$ cat src/rtl/fifo_block_reader.sv
// Drains FIFO words (one-cycle read latency) and packs WORDS_PER_BLOCK of them into a block.
// The block is handed to the AES core over a valid/ready handshake. The first word read lands in the top slice.
module fifo_block_reader #(
  parameter  int DATA_WIDTH      = 32,
  parameter  int WORDS_PER_BLOCK = 4,
  localparam int BLOCK_W         = DATA_WIDTH * WORDS_PER_BLOCK,
  localparam int CNT_W           = $clog2(WORDS_PER_BLOCK + 1)
) (
  input  logic                  clk,
  input  logic                  resetn,
  input  logic                  fifo_empty,
  output logic                  read_fifo,
  input  logic [DATA_WIDTH-1:0] fifo_data_out,
  input  logic                  clear,
  output logic [BLOCK_W-1:0]    block_out,
  output logic                  block_valid,
  input  logic                  block_ready,
  output logic [CNT_W-1:0]      word_count
);

  typedef enum logic {FETCH, HOLD} state_e;

  localparam logic [CNT_W-1:0] CNT_ONE  = CNT_W'(1);
  localparam logic [CNT_W-1:0] CNT_FULL = CNT_W'(WORDS_PER_BLOCK);
  localparam logic [CNT_W-1:0] CNT_LAST = CNT_W'(WORDS_PER_BLOCK - 1);

  state_e             state_q, state_d;
  logic [CNT_W-1:0]   req_cnt_q, req_cnt_d;
  logic [CNT_W-1:0]   word_count_q, word_count_d;
  logic               rd_pending_q, rd_pending_d;
  logic [BLOCK_W-1:0] block_q, block_d;
  logic               block_valid_q, block_valid_d;

  // NOTE: every state element takes its reset value, the wide block register included.
  // After a reset, block_out must read as zero.
  // NOTE: non-blocking assignments keep all registers sampling the same pre-edge values.
  always_ff @(posedge clk or negedge resetn) begin
    if (!resetn) begin
      state_q       <= FETCH;
      req_cnt_q     <= '0;
      word_count_q  <= '0;
      rd_pending_q  <= 1'b0;
      block_q       <= '0;
      block_valid_q <= 1'b0;
    end else begin
      state_q       <= state_d;
      req_cnt_q     <= req_cnt_d;
      word_count_q  <= word_count_d;
      rd_pending_q  <= rd_pending_d;
      block_q       <= block_d;
      block_valid_q <= block_valid_d;
    end
  end

  // NOTE: every signal gets a default first so no path through the block infers a latch.
  always_comb begin
    state_d       = state_q;
    req_cnt_d     = req_cnt_q;
    word_count_d  = word_count_q;
    rd_pending_d  = read_fifo;
    block_d       = block_q;
    block_valid_d = block_valid_q;
    if (clear) begin
      // An in-flight read's data is dropped along with the partial block.
      state_d       = FETCH;
      req_cnt_d     = '0;
      word_count_d  = '0;
      rd_pending_d  = 1'b0;
      block_valid_d = 1'b0;
    end else begin
      case (state_q)
        FETCH: begin
          if (read_fifo) req_cnt_d = req_cnt_q + CNT_ONE;
          if (rd_pending_q) begin
            for (int i = 0; i < WORDS_PER_BLOCK; i++) begin
              if (word_count_q == CNT_W'(i))
                block_d[BLOCK_W-DATA_WIDTH*(i+1) +: DATA_WIDTH] = fifo_data_out;
            end
            word_count_d = word_count_q + CNT_ONE;
            if (word_count_q == CNT_LAST) begin
              state_d       = HOLD;
              block_valid_d = 1'b1;
            end
          end
        end
        HOLD: begin
          if (block_valid_q && block_ready) begin
            state_d       = FETCH;
            req_cnt_d     = '0;
            word_count_d  = '0;
            block_valid_d = 1'b0;
          end
        end
        default: state_d = FETCH;
      endcase
    end
  end

  // Gated by resetn so the request drops the instant reset asserts.
  always_comb begin
    read_fifo = 1'b0;
    if (resetn && (state_q == FETCH) && !fifo_empty && (req_cnt_q < CNT_FULL) && !clear)
      read_fifo = 1'b1;
  end

  assign block_out   = block_q;
  assign block_valid = block_valid_q;
  assign word_count  = word_count_q;

endmodule
$ cat config.mk
export PLATFORM = sky130hd
export DESIGN_NAME = fifo_block_reader
export DESIGN_NICKNAME = d
export VERILOG_FILES = /design/src/rtl/fifo_block_reader.sv
export SDC_FILE = /design/constraint.sdc
export NUM_CORES = 1
export LEC_CHECK = 0
export CELL_PAD_IN_SITES_DETAIL_PLACEMENT = 1
export CELL_PAD_IN_SITES_GLOBAL_PLACEMENT = 1
export CORE_UTILIZATION = 37
export DETAILED_ROUTE_END_ITERATION = 7
export PLACE_DENSITY_LB_ADDON = 0.1
export SLEW_MARGIN = 20
export SYNTH_ARGS = -nofsm -noshare
export SYNTH_HDL_FRONTEND = slang
export SYNTH_SLANG_ARGS = --single-unit
$ cat constraint.sdc
create_clock -name clk -period 2.15 [get_ports clk]
set_input_delay 0.3225 -clock clk [delete_from_list [all_inputs] [get_ports clk]]
set_output_delay 0.3225 -clock clk [all_outputs]
set_load 0.005 [all_outputs]
==> impl_metrics.py, run 1 <==
metrics = {
    "synth": {
        "synthSimpleGateAreaFrac_pct": 2.30,
        "synthMuxAreaShare_pct": 27.5,
        "syn_area_um2": 5280,
        "ys_seq_elements": 137,
        "ys_seq_area_share_pct": 64.9,
        "synth_fa_ha_area_share_pct": 1.42,
        "synth_compound_area_share_pct": 1.02,
        "synthArstFlopShare_pct": 100,
        "syn_avg_cell_area_um2": 16.6,
        "synth_top_family_by_area": "multiplexers",
        "ys.flop_type": "dfrtp_1",
        "synth_edf_count": 0,
        "yosysUniqueCellTypes": 24,
        "synthCells": 318,
        "synth_xor_area_share_pct": 0.166,
        "yosysWarningCount": 0,
        "synth_nets": 361,
    },
    "critical_path": {
        "cp_slowest_cell": "dfrtp_1",
        "crit_path_max_incr_delay_ns": 0.39,
        "r2r_cells": 5,
        "crit_family": "simple AND/OR/NAND/NOR gates",
        "critical_path_arrival_ns": 1.56,
        "cp.required_ns": 1.83,
        "r2r_start": "word_count[1]$_DFFE_PN0P_",
        "critPathBufInv": 1,
        "worst-r2r-setup-slack_ns": 0.32,
        "endpoint_kind": "output pin",
        "crit_path_start_kind": "flop",
        "path_cells": "nor4b_2 > and2_1 > dlygate4sd2_1",
        "path_class": "flop to output pin",
        "r2r_end": "block_out[30]$_DFFE_PN0P_",
        "worstPathMaxFanout": 2,
    },
    "global_routing": {
        "grt_pass1_vias": 3792,
        "gr-total-overflow": 0,
        "track_usage_pct": 19.2,
        "grt_first_pass_wirelength_um": 20800,
        "antenna_found_initial": 0,
        "grt_max_degree": 139,
    },
    "sta": {
        "post-route-min-period_ns": 1.88,
        "setup_violations": 0,
        "skew_ns": 0.00595,
        "tightest_slew_ns": 0.710,
        "timing.final.ws_setup_ns": 0.268,
        "drv_slew": 0,
        "slew_headroom_pct": 52.6,
        "rsz0062_at_grt": "no",
        "hold_violations": 0,
        "finalSetupTns_ns": 0,
        "fin_crit_sh_pct": 87.5,
        "clock.fmax_mhz": 531,
    },
    "cts": {
        "cts.path.max_buffers": 2,
        "clock_latency_ns": 0.41,
        "clk_pin_slew_worst_paths_ns": 0.05,
        "cts_max_level": 4,
        "cts.sinks": 137,
        "cts_tree": "done",
        "ctsHoldBuffers": 0,
        "cts_made_buffers": 17,
        "root_buffer": "clkbuf_16",
    },
    "floorplan": {
        "initial_core_util_pct": 38.0,
        "die_x_um": 121,
        "core_um2": 13900,
        "die_h_um": 121,
        "row_count": 43,
        "num_io_pins": 170,
        "fp.dieArea_um2": 14700,
    },
    "cells_and_area": {
        "fill_cells": 1319,
        "synthToLayoutAreaGrowth_pct": 49.8,
        "drive_above_1_share_pct": 34.6,
        "antenna_cells": 0,
        "finalNetCount": 550,
        "multiInputGateArea_um2": 1740,
        "fin_util_pct": 56.9,
        "final-seq-area_um2": 3430,
    },
    "routing": {
        "dr.first_iter.drc_count": 81,
        "viasPerCell": 4.82,
        "vias": 3372,
        "drc": 0,
        "ant_nets": 0,
        "wirelength_um": 13000,
        "wl_per_cell_um": 18.5,
        "dr.pass1.iters": 4,
    },
    "power_and_ir_drop": {
        "vdd.ir_drop.worst_v": 0.000674,
        "leakage_nw": 3.66,
        "p_per_area_nw_per_um2": 903,
        "total_power_mw": 7.14,
    },
    "place": {
        "hpwl_um": 8640,
        "place_congestion": 0.730,
        "port_buffers": 169,
        "dp_slack_ns": 0.0180,
    },
    "status": {
        "outcome": "complete, no violations",
    },
    "worst_hold_path": {
        "worst_hold_path_type": "input port to asynchronous set/reset pin",
    },
    "run": {
        "cap_violations": 0,
    },
}
## worst reg2reg max path: cells and delay by family, from the launching register on
family	cells	cell delay, ns
flip-flops	1	0.43
adder cells (fa/ha/maj)	2	0.37
multiplexers	1	0.37
buffers and inverters	1	0.28
AND/OR/NAND/NOR	1	0.25
## cells by family after synthesis
logic type,Yosys count
muxes,129
adders and majority gates,6
AOI/OAI and AO/OA,8
buffers and inverters,18
xor gates and xnor gates,1
DFF,137
and+or+nand+nor,19
## Yosys cell counts (all sizes together) (2+ instances only)
cell / number / area (µm²)
and2: 2 / 12.5
mux2: 128 / 1440
dfrtp: 137 / 3430
nand2: 6 / 22.5
o21ai: 2 / 10.0
nand3: 4 / 20.0
inv: 5 / 18.8
buf: 13 / 121
o31ai: 2 / 15.0
nor4b: 2 / 32.5
ha: 6 / 75.1
## worst max path at each step
stage                              start                   endpoint  slack [ns]  cells after the start
6_report               state_q$_DFF_PN0_                  read_fifo        0.27                      3
5_1_grt                state_q$_DFF_PN0_                  read_fifo        0.20                      3
4_1_cts                state_q$_DFF_PN0_                  read_fifo        0.24                      3
3_5_place_dp                  fifo_empty                  read_fifo        0.02                      4
3_3_place_gp                  fifo_empty                  read_fifo        0.05                      4
2_1_floorplan  word_count[0]$_DFFE_PN0P_  block_out[10]$_DFFE_PN0P_        0.41                      6
## final cells by class
type	instances	share of cell area (%)
flip-flops and latches	137	43.4
repair buffers	183	23.4
multi-input cells	163	22.0
clock buffers	27	6.87
well taps	180	2.85
clock inverters	5	1.31
inverters	5	0.237
## power by group
group          leakage, nW  internal, mW  switching [mW]
combinational         1.51         0.705           0.329
clock                0.320          2.07            1.04
sequential            1.83          2.85           0.139
total                 3.66          5.63            1.51
## flip-flops by register name, summed over array words and instances, names as in the netlist
register	cells
req_cnt_q	3
block_out	128
word_count	3
rd_pending_q	1
state_q	1
block_valid	1
## repair_timing
| item | 4_1_cts | 5_1_grt |
|---|---|---|
| endpoints found under the setup margin | 1 | 0 |
| gates resized for setup | 2 | 0 |
| buffers inserted | 1 | 0 |
## per-stage QoR
step | cell area (µm²) | cells | hold WS, ns
after global routing | 7910 | 700 | 0.123
after detailed placement | 7250 | 667 | 0.489
final | 7910 | 700 | 0.0553
after CTS | 7910 | 700 | 0.0866
after global placement | 7250 | 667 | 0.481
after floorplan | 5280 | 318 | 0.0269
## routing by layer
| layer | GRT usage [%] | part of all wire, % | up-vias |
|---|---|---|---|
| met5 | 0 | 0 | - |
| li1 | - | - | 1512 |
| met1 | 22.4 | 41 | 1729 |
| met2 | 31.1 | 49 | 115 |
| met3 | 8.51 | 8.9 | 16 |
| met4 | 7.41 | 1.3 | 0 |
## placed cells by master (no fill, tap or decap), types with 2 or more instances in the layout
cell               n
and2_1             2
buf_12             4
buf_4             10
bufinv_16          3
clkbuf_1           2
clkbuf_16         17
clkbuf_8           8
clkdlybuf4s50_1  167
dfrtp_1          137
ha_1               6
inv_1              5
mux2_2           128
nand2_1            3
nand2_2            3
nand3_1            4
o21ai_0            2
o31ai_1            2
(Power assumes the default switching activity.)
==> run 2: changes to the inputs <==
- CORE_MARGIN: default -> 4
==> impl_metrics.py, run 2 (synthesis gave the netlist of run 1 again) <==
metrics = {
    "place": {
        "port_buffers": 169,
        "dpl.cell_count": 668,
        "dp_slack_ns": -0.0407,
        "placed_area_um2": 7270,
        "place_congestion": 0.749,
        "hpwl_um": 9430,
    },
    "cts": {
        "clk_pin_slew_worst_paths_ns": 0.05,
        "cts_tree": "done",
        "cts_made_buffers": 17,
        "cts.path.max_buffers": 2,
        "root_buffer": "clkbuf_16",
        "cts_max_level": 4,
        "clock_latency_ns": 0.41,
        "cts.sinks": 137,
    },
    "sta": {
        "fin_crit_sh_pct": 93.0,
        "post-route-min-period_ns": 2.00,
        "slew_headroom_pct": 58.2,
        "timing.final.ws_setup_ns": 0.151,
        "clock.fmax_mhz": 500,
        "tightest_slew_ns": 0.628,
        "rsz0062_at_grt": "no",
        "drv_slew": 0,
        "skew_ns": 0.00766,
        "hold_violations": 0,
        "setup_violations": 0,
    },
    "cells_and_area": {
        "final_cell_mix": "clkdlybuf4s50_1, dfrtp_1, mux2_2",
        "drive_above_1_share_pct": 34.5,
        "instances_no_fill": 701,
        "synthToLayoutAreaGrowth_pct": 48.9,
        "fill_cells": 1308,
        "finalNetCount": 552,
        "final_common_cell": "clkdlybuf4s50_1",
        "post-route-cell-area_um2": 7860,
        "largest_reg_flops": 128,
        "antenna_cells": 0,
    },
    "critical_path": {
        "crit_path_start_kind": "input port",
        "startpoint": "resetn",
        "r2r_start": "word_count[0]$_DFFE_PN0P_",
        "worstPathMaxFanout": 2,
        "critPathBufInv": 3,
        "cp.required_ns": 1.83,
        "path_cells": "dlygate4sd3_1 > buf_6 > nor4b_2 > and2_1 > dlygate4sd2_1",
        "endpoint_kind": "output pin",
        "path_class": "input port to output pin",
        "cp_slowest_cell": "dlygate4sd3_1",
        "crit_path_max_incr_delay_ns": 0.54,
        "critical_path_arrival_ns": 1.68,
        "crit_family": "buffers and inverters",
    },
    "power_and_ir_drop": {
        "total_power_mw": 6.84,
        "vdd.ir_drop.worst_v": 0.000548,
        "p_per_area_nw_per_um2": 871,
        "leakage_nw": 3.64,
    },
    "floorplan": {
        "num_io_pins": 170,
        "initial_core_util_pct": 37.9,
        "row_count": 43,
        "die_x_um": 127,
        "fp.dieArea_um2": 16200,
        "core_um2": 13900,
        "die_h_um": 127,
    },
    "worst_hold_path": {
        "hold_start": "block_out[66]$_DFFE_PN0P_",
        "worst_hold_path_type": "flop to flop",
    },
    "run": {
        "cap_violations": 0,
    },
    "routing": {
        "wl_per_cell_um": 19.5,
        "dr.pass1.iters": 4,
        "viasPerCell": 4.81,
        "wirelength_um": 13700,
        "vias": 3373,
        "drc": 0,
        "ant_nets": 0,
        "dr.first_iter.drc_count": 102,
    },
    "global_routing": {
        "gr-total-overflow": 0,
        "antenna_found_initial": 0,
        "grt_first_pass_wirelength_um": 22100,
        "grt_pass1_vias": 3818,
        "track_usage_pct": 17.9,
        "grt_max_degree": 110,
    },
    "status": {
        "outcome": "complete, no violations",
    },
}
## run 2: cell types whose count changed in the layout (fill, tap and decap cells not counted), sizes merged
cell,change
clkinv,+4
dlygate4sd3,+1
buf,+1
clkinvlp,+1
clkbuf,-5
bufinv,-1
## run 2: final cells by class
class / count / area (µm²) / share of cell area, %
Multi-Input combinational cell: 163 / 1740 / 22.1
Timing Repair Buffer: 185 / 1880 / 23.9
Inverter: 5 / 18.8 / 0.239
Clock buffer: 22 / 474 / 6.03
Clock inverter: 9 / 97.6 / 1.24
Tap cell: 180 / 225 / 2.87
Sequential cell: 137 / 3430 / 43.6
## run 2: through the flow
step / hold slack [ns] / utilization (%) / TNS (ns)
detailed placement: 0.426 / 52.1 / -0.0407
finish: 0.500 / 56.4 / 0
CTS: 0.505 / 56.4 / 0
floorplan: 0.0269 / - / 0
global route: 0.515 / 56.4 / 0
global placement: 0.421 / 52.1 / 0
## run 2: power breakdown
group | total (mW) | switching, mW | internal, mW
sequential | 2.99 | 0.142 | 2.85
combinational | 1.04 | 0.336 | 0.706
clock | 2.81 | 1.03 | 1.78
## run 2: worst paths after layout
| path | to | slack (ns) | depth (start not counted) |
|---|---|---|---|
| max | read_fifo | 0.15 | 5 |
| min reg2reg | block_out[66]$_DFFE_PN0P_ | 0.50 | 1 |
| max reg2reg | block_out[11]$_DFFE_PN0P_ | 0.28 | 5 |
| min | block_out[66]$_DFFE_PN0P_ | 0.50 | 1 |
| min in group asynchronous | rd_pending_q$_DFF_PN0_ | 0.55 | 3 |
| max in group asynchronous | block_out[37]$_DFFE_PN0P_ | 0.66 | 4 |
## run 2: routing by layer
layer	vias to the layer above	track usage [%]	wire length, µm
met3	22	6.48	1040
met5	-	0	0
met1	1737	21.8	5630
met4	0	6.69	240
li1	1510	-	-
met2	104	29.2	6750
## run 2: repair_timing
item	in CTS	in global routing
resized for setup	2	0
hold buffers	1	0
hold endpoints to repair	28	0
setup buffers	1	0
endpoints found under the setup margin	1	0
==> run 3: changes to the inputs <==
- CORE_UTILIZATION: 37 -> 43
- DONT_BUFFER_PORTS: default -> 1
- REMOVE_ABC_BUFFERS: default -> 1
==> impl_metrics.py, run 3 (synthesis gave the netlist of run 1 again) <==
metrics = {
    "power_and_ir_drop": {
        "p_int_mw": 5.01,
        "seqPwrFrac_pct": 48.5,
        "p_per_area_nw_per_um2": 1050,
        "power.switching_mw": 1.33,
        "leakage_nw": 2.99,
        "power_frac_clock_pct": 46.9,
        "netSwitchingFraction_pct": 21.0,
        "vdd.ir_drop.worst_v": 0.000401,
        "pwr-share-comb_pct": 4.6,
    },
    "global_routing": {
        "gr-total-overflow": 0,
        "grt_max_degree": 140,
        "track_usage_pct": 17.2,
        "antenna_found_initial": 0,
        "grt_first_pass_wirelength_um": 18300,
        "grt_pass1_vias": 3021,
    },
    "floorplan": {
        "fp.dieArea_um2": 14100,
        "row_count": 40,
        "die_x_um": 119,
        "num_io_pins": 170,
        "core_um2": 12000,
        "initial_core_util_pct": 43.9,
        "die_h_um": 119,
    },
    "sta": {
        "whs_ns": -0.396,
        "fin_crit_sh_pct": 93.6,
        "hold_violations": 137,
        "slew_headroom_pct": 61.0,
        "drv_slew": 0,
        "skew_ns": 0.00409,
        "clock.fmax_mhz": 497,
        "timing.final.ws_setup_ns": 0.137,
        "setup_violations": 0,
        "tightest_slew_ns": 0.582,
        "post-route-min-period_ns": 2.01,
        "rsz0062_at_grt": "no",
    },
    "cells_and_area": {
        "drive_above_1_share_pct": 50.1,
        "largest_reg_flops": 128,
        "synthToLayoutAreaGrowth_pct": 14.9,
        "fin_util_pct": 50.5,
        "antenna_cells": 0,
        "finalNetCount": 377,
        "fill_cells": 1126,
        "final_common_cell": "dfrtp_1",
        "final_cell_mix": "dfrtp_1, mux2_2, clkbuf_16",
    },
    "critical_path": {
        "cp.required_ns": 1.83,
        "critPathBufInv": 1,
        "critical_path_arrival_ns": 1.69,
        "endpoint_kind": "output pin",
        "r2r_cells": 5,
        "crit_family": "simple AND/OR/NAND/NOR gates",
        "r2r_start": "word_count[0]$_DFFE_PN0P_",
        "crit_path_start_kind": "flop",
        "worstPathMaxFanout": 8,
        "cp_slowest_cell": "dfrtp_1",
        "worst-r2r-setup-slack_ns": 0.27,
        "r2r_end": "block_out[0]$_DFFE_PN0P_",
        "crit_path_max_incr_delay_ns": 0.50,
        "path_class": "flop to output pin",
        "path_cells": "nor4b_1 > buf_4 > and2_1",
    },
    "cts": {
        "cts_tree": "done",
        "cts_max_level": 4,
        "cts_made_buffers": 17,
        "cts.path.max_buffers": 2,
        "root_buffer": "clkbuf_16",
        "ctsHoldBuffers": 1,
        "clk_pin_slew_worst_paths_ns": 0.06,
        "cts.repair.resized": 0,
        "cts.sinks": 137,
        "cts_setup_buffers": 0,
        "clock_latency_ns": 0.41,
    },
    "status": {
        "violations": "hold timing",
        "outcome": "finished, violations left",
    },
    "routing": {
        "ant_nets": 0,
        "viasPerCell": 5.53,
        "vias": 2719,
        "dr.pass1.iters": 3,
        "dr.first_iter.drc_count": 73,
        "drc": 0,
        "wirelength_um": 11600,
        "wl_per_cell_um": 23.6,
    },
    "place": {
        "place_congestion": 0.721,
        "hpwl_um": 7770,
        "dp_slack_ns": 0.279,
        "port_buffers": 0,
    },
    "worst_hold_path": {
        "worst_hold_path_type": "input port to asynchronous set/reset pin",
    },
    "run": {
        "cap_violations": 0,
    },
}
-- run 3: cell types whose count changed in the layout (fill, tap and decap cells not counted) --
| cell | before | now |
|---|---|---|
| clkdlybuf4s50_1 | 167 | 0 |
| buf_12 | 5 | 1 |
| buf_4 | 10 | 8 |
| clkbuf_1 | 2 | 0 |
| clkbuf_8 | 3 | 5 |
| clkinv_2 | 6 | 4 |
| buf_6 | 1 | 0 |
| bufinv_16 | 2 | 3 |
| dlygate4sd2_1 | 1 | 0 |
| nor4b_1 | 0 | 1 |
| nor4b_2 | 1 | 0 |
-- run 3: layout make-up --
cell class | instances | area [µm²] | area share (%)
Multi-Input combinational cell | 163 | 1730 | 28.6
Inverter | 5 | 18.8 | 0.309
Tap cell | 147 | 184 | 3.03
Sequential cell | 137 | 3430 | 56.5
Clock buffer | 22 | 494 | 8.15
Timing Repair Buffer | 10 | 90.1 | 1.49
Clock inverter | 8 | 118 | 1.94
-- run 3: worst max path at each step --
| stage | end | cells past startpoint | startpoint |
|---|---|---|---|
| 6_report | read_fifo | 3 | state_q$_DFF_PN0_ |
| 3_3_place_gp | block_out[0]$_DFFE_PN0P_ | 5 | word_count[0]$_DFFE_PN0P_ |
| 2_1_floorplan | block_out[0]$_DFFE_PN0P_ | 4 | word_count[0]$_DFFE_PN0P_ |
| 5_1_grt | read_fifo | 3 | state_q$_DFF_PN0_ |
| 3_5_place_dp | block_out[0]$_DFFE_PN0P_ | 5 | word_count[0]$_DFFE_PN0P_ |
| 4_1_cts | read_fifo | 3 | state_q$_DFF_PN0_ |
-- run 3: power groups by stage --
stage	registers, mW	logic [mW]	clock network [mW]
final	3.08	0.289	2.98
after global routing	3.11	0.322	3.17
after global placement	3.13	0.273	0
after detailed placement	3.13	0.290	0
after floorplan	3.04	0.254	0
after CTS	3.09	0.295	3.06
-- run 3: metrics by stage --
| step | TNS, ns | instance area, µm² | std cells | total power [mW] |
|---|---|---|---|---|
| 6_report | 0 | 6070 | 492 | 6.34 |
| 5_1_grt | 0 | 6070 | 492 | 6.60 |
| 4_1_cts | 0 | 6070 | 492 | 6.44 |
| 3_5_place_dp | 0 | 5440 | 461 | 3.42 |
| 3_3_place_gp | 0 | 5440 | 461 | 3.40 |
| 2_1_floorplan | -76.51 | 5160 | 305 | 3.29 |
-- run 3: per-layer routing --
layer  GRT usage (%)  part of all wire, %  up-vias
li1                -                    -     1163
met1            18.5                   38     1441
met2            27.9                   50       97
met3            9.19                  9.7       18
met4            7.75                  2.1        0
met5               0                    0        -
